`src/rtl/mem_access_ctrl.sv`:
```
// rtl/mem_access_ctrl.sv - MEM-stage load/store initiator driving the data memory request lines
module mem_access_ctrl #(
  parameter int WAIT_CYCLES = 1,
  parameter int ADDR_LIMIT  = 128
) (
  input  logic        clk,
  input  logic        reset,
  input  logic        req_valid,
  output logic        req_ready,
  input  logic        req_wr,
  input  logic        req_byte,
  input  logic        req_signed,
  input  logic [15:0] req_addr,
  input  logic [15:0] req_wdata,
  output logic        resp_valid,
  output logic        resp_err,
  output logic [15:0] resp_rdata,
  output logic        busy,
  output logic [15:0] mem_address,
  output logic [15:0] mem_write16,
  output logic [7:0]  mem_write8,
  output logic        mem_R_WR,
  output logic        mem_enable,
  output logic        mem_eightbit,
  input  logic [15:0] mem_read16,
  input  logic [7:0]  mem_read8
);

  // Counter only needs to hold WAIT_CYCLES-1; keep at least one bit.
  localparam int CW = (WAIT_CYCLES > 1) ? $clog2(WAIT_CYCLES) : 1;
  localparam logic [CW-1:0] CNT_LOAD = CW'(WAIT_CYCLES - 1);
  // 17-bit compares so a limit of 64 KiB still works without wrap.
  localparam logic [16:0] LIMIT = 17'(ADDR_LIMIT);
  localparam logic [16:0] LAST  = 17'(ADDR_LIMIT - 1);

  typedef enum logic [1:0] {IDLE, ACCESS, RESP} state_t;

  state_t        state_q;
  logic [CW-1:0] cnt_q;
  logic          wr_q;
  logic          byte_q;
  logic          signed_q;
  logic          req_ready_q;
  logic          resp_valid_q;
  logic          resp_err_q;
  logic [15:0]   resp_rdata_q;
  logic [15:0]   mem_address_q;
  logic [15:0]   mem_write16_q;
  logic [7:0]    mem_write8_q;
  logic          mem_R_WR_q;
  logic          mem_enable_q;
  logic          mem_eightbit_q;

  logic          fault_d;
  logic [15:0]   rdata_d;

  // Address fault: beyond the populated region, or a word whose second byte would be.
  always_comb begin
    fault_d = ({1'b0, req_addr} >= LIMIT) || (!req_byte && ({1'b0, req_addr} == LAST));
  end

  // Load result formatting from the latched request type; stores return zero.
  always_comb begin
    rdata_d = 16'h0000;
    if (!wr_q) begin
      if (byte_q) begin
        rdata_d = signed_q ? {{8{mem_read8[7]}}, mem_read8} : {8'h00, mem_read8};
      end else begin
        rdata_d = mem_read16;
      end
    end
  end

  // Request sequencer: IDLE accepts, ACCESS holds the memory strobe, RESP pulses completion.
  always_ff @(posedge clk) begin
    if (reset) begin
      state_q        <= IDLE;
      cnt_q          <= '0;
      wr_q           <= 1'b0;
      byte_q         <= 1'b0;
      signed_q       <= 1'b0;
      req_ready_q    <= 1'b1;
      resp_valid_q   <= 1'b0;
      resp_err_q     <= 1'b0;
      resp_rdata_q   <= 16'h0000;
      mem_address_q  <= 16'h0000;
      mem_write16_q  <= 16'h0000;
      mem_write8_q   <= 8'h00;
      mem_R_WR_q     <= 1'b1;
      mem_enable_q   <= 1'b1;
      mem_eightbit_q <= 1'b0;
    end else begin
      resp_valid_q <= 1'b0;
      case (state_q)
        IDLE: begin
          if (req_valid) begin
            wr_q        <= req_wr;
            byte_q      <= req_byte;
            signed_q    <= req_signed;
            req_ready_q <= 1'b0;
            if (fault_d) begin
              // Faulting request never reaches the memory pins.
              state_q      <= RESP;
              resp_valid_q <= 1'b1;
              resp_err_q   <= 1'b1;
              resp_rdata_q <= 16'h0000;
            end else begin
              state_q        <= ACCESS;
              cnt_q          <= CNT_LOAD;
              mem_enable_q   <= 1'b0;
              mem_R_WR_q     <= !req_wr;
              mem_eightbit_q <= !req_byte;
              mem_address_q  <= req_addr;
              mem_write16_q  <= req_wdata;
              mem_write8_q   <= req_wdata[7:0];
            end
          end
        end
        ACCESS: begin
          if (cnt_q == '0) begin
            state_q      <= RESP;
            resp_valid_q <= 1'b1;
            resp_err_q   <= 1'b0;
            resp_rdata_q <= rdata_d;
            mem_enable_q <= 1'b1;
            mem_R_WR_q   <= 1'b1;
          end else begin
            cnt_q <= cnt_q - CW'(1);
          end
        end
        RESP: begin
          state_q     <= IDLE;
          req_ready_q <= 1'b1;
        end
        default: begin
          state_q      <= IDLE;
          req_ready_q  <= 1'b1;
          mem_enable_q <= 1'b1;
          mem_R_WR_q   <= 1'b1;
        end
      endcase
    end
  end

  assign req_ready    = req_ready_q;
  assign busy         = !req_ready_q;
  assign resp_valid   = resp_valid_q;
  assign resp_err     = resp_err_q;
  assign resp_rdata   = resp_rdata_q;
  assign mem_address  = mem_address_q;
  assign mem_write16  = mem_write16_q;
  assign mem_write8   = mem_write8_q;
  assign mem_R_WR     = mem_R_WR_q;
  assign mem_enable   = mem_enable_q;
  assign mem_eightbit = mem_eightbit_q;

endmodule

```
`config.mk`:
```
export PLATFORM = sky130hd
export DESIGN_NAME = mem_access_ctrl
export DESIGN_NICKNAME = d
export VERILOG_FILES = /design/src/rtl/mem_access_ctrl.sv
export SDC_FILE = /design/constraint.sdc
export NUM_CORES = 1
export LEC_CHECK = 0
export BUFFER_PORTS_ARGS = -buffer_cell sky130_fd_sc_hd__buf_2
export CORE_AREA = 5 5 101 103
export CTS_BUF_LIST = sky130_fd_sc_hd__clkbuf_8 sky130_fd_sc_hd__clkbuf_16
export CTS_CLUSTER_DIAMETER = 40
export CTS_CLUSTER_SIZE = 10
export DETAILED_ROUTE_END_ITERATION = 8
export DIE_AREA = 0 0 106 108
export GPL_ROUTABILITY_DRIVEN = 1
export PLACE_DENSITY = 0.53
export SETUP_SLACK_MARGIN = 0.4
export SLEW_MARGIN = 20
export SYNTH_ARGS = -nofsm -noshare
export SYNTH_HDL_FRONTEND = slang
export SYNTH_SLANG_ARGS = --single-unit
```
`constraint.sdc`:
```
create_clock -name clk -period 1.63 [get_ports clk]
set_clock_uncertainty 0.2 [all_clocks]
set_input_delay 0.0815 -clock clk [delete_from_list [all_inputs] [get_ports clk]]
set_output_delay 0.0815 -clock clk [all_outputs]
set_load 0.01 [all_outputs]
```
### Word-level counts from Yosys, hierarchy flattened

Index checks and enable logic that the tools add are counted.

* output and inout bits: 63
* register bits: 68

* bitwise gates (word level): 3
* equality and inequality tests: 7
* multiplexer cells: 30
* reductions and logical operators: 14
* $lt $le $gt $ge: 1
* add/subtract/negate cells: 1

Operator list (count)
* $mux W16: 6
* $pmux W16 S2: 1
* $eq A16 B7 Y1 const B: 1
* $ge A16 B8 Y1 const B: 1
* $mux W1: 13
* $ne A2 B2 Y1 const B: 4
* $pmux W1 S2: 4
* $reduce_and A4 Y1: 2
* $mux W2: 3
* $pmux W1 S3: 2
* $reduce_and A2 Y1: 3
* $reduce_and A3 Y1: 2
* $pmux W2 S2: 1
* $logic_not A1 Y1: 3
* $not A1 Y1: 3
* $eq A2 B1 Y1 const B: 1
* $eq A2 B2 Y1 const B: 1
* $logic_not A2 Y1: 1
* $reduce_bool A2 Y1: 1
* $logic_and A1 B1 Y1: 1
* $logic_or A1 B1 Y1: 1
* $sub A1 B1 Y1 const B: 1

### Logic depth before layout (Yosys ltp)

* depth after elaboration: 6
* mapped depth: 6
* depth with buffers taken out: 4

### Least setup slack after synthesis

OpenSTA, ideal clock, no wires.

* kind: flip-flop to flip-flop
* start: register state_q[1]
* end: register mem_eightbit_q (netlist: mem_eightbit)
* data arrival time: 1.437 ns
* required time: 1.309 ns
* cell stages (with the launch flop): 6
* setup slack: -0.127 ns
* library setup time: 0.121 ns
* period minus slack after synthesis: 1.757 ns
* cell sequence: dfxtp_1 -> nor2b_1 -> nor2b_1 -> and3_1 -> buf_6 -> mux2_2

* longest elaborated chain between the ends: 2

Ends and longest elaborated chain
* start, declared: line 38 `state_t state_q;`
* start signal, assigned: line 77 `state_q <= IDLE;`
* start signal, assigned: line 103 `state_q <= RESP;`
* start signal, assigned: line 108 `state_q <= ACCESS;`
* $logic_not A2 Y1: line 94 `case (state_q)`
* $reduce_and A3 Y1 (no source line)
* end signal, assigned: line 112 `mem_eightbit_q <= !req_byte;`
* end, declared: line 52 `logic mem_eightbit_q;`

Every way passes these cells.
A chain may end at the register's enable or synchronous reset.

### Worst setup path after layout

* start: register state_q[1]
* end: register mem_write16_q[8] (netlist: mem_write16[8])

* longest elaborated chain between the ends: 2

Ends and longest elaborated chain
* $logic_not A2 Y1: line 94
* $reduce_and A3 Y1 (no source line)
* end signal, assigned: line 114 `mem_write16_q <= req_wdata;`
* end, declared: line 48 `logic [15:0] mem_write16_q;`

Every way passes these cells.

==> results by group <==
Clocking
  • Root Driver: clkbuf_8
  • TritonCTS Buffers: 9
  • CTS H-tree depth: 3
  • Total clock sinks: 59
  • Clk_lat worst skew: 0.32 ns
  • CTS tree: built
  • Clock transition at path regs: 0.08 ns
  • Longest Clk Path Bufs: 2

Timing
  • Max Slew Vio Count: 0
  • Tmin final: 1.57 ns
  • Unrepaired setup endpoints after global routing: yes
  • Fmax achieved: 636 MHz
  • Worst relative slew slack: 68.9%
  • Setup Viol. Count Final: 0
  • Final period util: 96.5%
  • Worst slew pin tran: 0.466 ns
  • Worst setup margin: 0.0578 ns
  • Final hold slack: 0.0260 ns
  • Final hold vios: 0

Logic synthesis
  • Avg Cell Area, Syn: 9.19 sq um
  • Top_reg_cell synth: dfxtp_1
  • Post-synth ARST share: 0%
  • Distinct cells, synth: 29
  • Ys Warns: 0
  • EDFF count, synth: 0
  • Sequential area share after synthesis: 44.0%
  • Register bit count reported by yosys: 59
  • Syn_nets: 354
  • Cells after Synth: 292
  • Netlist Area Pre-Place: 0.00268 sq mm

Cells and area
  • N_diodes: 0
  • Final Net Count: 523
  • Fin area: 0.00438 sq mm
  • Cell Count, Final, Fillers Out: 577
  • Syn-to-layout area delta: 63.2%
  • Share of cells above drive strength 1: 42.1%

Power
  • Power density cells: 745 mW/mm^2
  • Max rail drop VDD: 0.520 mV
  • Total Power: 3.26 mW
  • Lkg Pwr: 1.92 nW

Route
  • Final wirelength: 8350 microns
  • First drt pass iteration count: 4
  • Routed len/inst: 14.5 microns
  • Via Count: 2707
  • # DRC: 0
  • Routed Antenna Nets: 0
  • Iteration-0 DRC Markers: 110
  • Routed vias/inst: 4.69

Place
  • Pre-CTS setup slack: -0.218 ns
  • Cells after DPL: 508
  • RePlAce Congestion: 0.698
  • DP Area: 0.00350 sq mm
  • Final HPWL DP: 5430 microns
  • Port bufs: 124

Setup path
  • Required time of the critical path: 1.70 ns
  • Crit end category: flop
  • CP arrival: 1.64 ns
  • Critical Path Source Type: flop
  • Critical path class: flop to flop
  • Critical path peak fanout: 12

Floorplan
  • Top Ports: 125
  • Die H: 108 microns
  • Starting density of the core: 29.5%
  • Core area: 0.00911 sq mm
  • Die ar.: 0.0114 sq mm
  • Cell Rows: 35
  • Die W: 106 microns

GRT
  • Initial antenna violation count: 0
  • Overall Global Routing Usage: 14.3%
  • First-pass GRT wire length: 13100 microns
  • Largest net degree at the start of global routing: 33
  • Vias in the first global route: 2719
  • GRT Residual Overflow: 0

Hold path
  • HP Class: input port to flop

Flow run
  • Max Cap Violations: 0

Status
  • Status: complete, no violations
## state kept, by name, summed over array words and instances (netlist names)
signal and cells:
resp_err 1, byte_q 1, state_q 2, signed_q 1
req_ready 1, resp_valid 1, mem_eightbit 1, resp_rdata 16
mem_enable 1, mem_address 16, mem_write16 16, mem_R_WR 1
wr_q 1
## cell usage in the layout (no fill, tap or decap), types with 3 or more instances in the layout
master and instances:
clkinv_2 4, nor3_2 8, dlygate4sd3_1 41, nor2_1 18
nor3b_1 5, a31oi_1 16, buf_2 123, nor3b_2 5
nand2b_1 47, a311oi_1 3, buf_12 6, dfxtp_1 57
buf_6 6, clkbuf_8 9, nand4_1 17, nand2_1 6
a21oi_1 18, buf_4 12, mux2i_1 32
## synth_stat cells, types with 2 or more instances
master,count,area share (%)
a311oi_1,3,0.98
a21oi_1,20,3.7
clkbuf_1,16,2.2
nor2b_1,5,1.2
nand4_1,17,4.0
mux2i_1,32,12
buf_4,9,2.5
nor3_1,10,1.9
nor3b_1,10,2.8
a31oi_1,16,3.7
buf_1,2,0.28
nand2b_1,48,11
nor2_1,18,2.5
buf_6,5,2.1
buf_2,3,0.56
dfxtp_1,59,44
nand2_1,7,0.98
## worst max-delay path, stage by stage, from the launching register on
cell	delay, ns
dfxtp_2	0.34
nor2b_2	0.12
nor2b_4	0.15
and3_4	0.22
buf_4	0.15
buf_16	0.14
mux2i_1	0.19
## final timing paths
kind                               startpoint                     endpoint  slack (ns)  cells past startpoint
hold / removal                 mem_read16[13]  resp_rdata[13]$_SDFFE_PP0P_        0.03                      5
setup / recovery      state_q[1]$_SDFFE_PP0N_  mem_write16[8]$_SDFFE_PP0P_        0.06                      6
setup reg to reg      state_q[1]$_SDFFE_PP0N_  mem_write16[8]$_SDFFE_PP0P_        0.06                      6
hold reg to reg   mem_address[2]$_SDFFE_PP0P_  mem_address[2]$_SDFFE_PP0P_        0.27                      2
## power by group
part	internal, mW	switching [mW]
combinational	0.220	0.154
clock	0.845	0.585
sequential	1.45	0.00916
## repair_timing
action,4_1_cts,5_1_grt
endpoints found under the setup margin,56,59
hold buffers,41,0
gates cloned,2,2
pin swaps,1,7
hold endpoints to repair,36,0
buffers inserted,5,3
resized for setup,13,12
## metal layers
metal | part of all wire (%) | track usage [%]
met2 | 52 | 25.6
met3 | 4.5 | 3.16
met1 | 41 | 16.4
met5 | 0 | 0
met4 | 2.2 | 6.66
## logic make-up (layout without fill, tap and decap cells)
family / after synthesis / count (layout) / share of synthesized area, %
AOI/OAI and AO/OA: 43 / 43 / 9.60
buffers and inverters: 36 / 210 / 7.83
DFF: 59 / 59 / 44.0
and+or+nand+nor: 121 / 121 / 26.2
muxes: 33 / 33 / 12.4
## through the flow
step | utilization (%) | setup TNS (ns)
after floorplan | - | -0.181
after global placement | 38.5 | -6.91
after detailed placement | 38.5 | -7.74
after CTS | 46.7 | 0
after global routing | 48.1 | 0
final | 48.1 | 0
## cell type report
cell class,count,area (sq um)
fill,889,4730
inverter,1,3.75
tap,111,139
clock inverter,7,83.8
multi-input combinational,197,1430
clock buffer,9,124
sequential,59,1190
timing repair buffer,193,1410
Note: power is estimated with default switching activity, not from simulation.
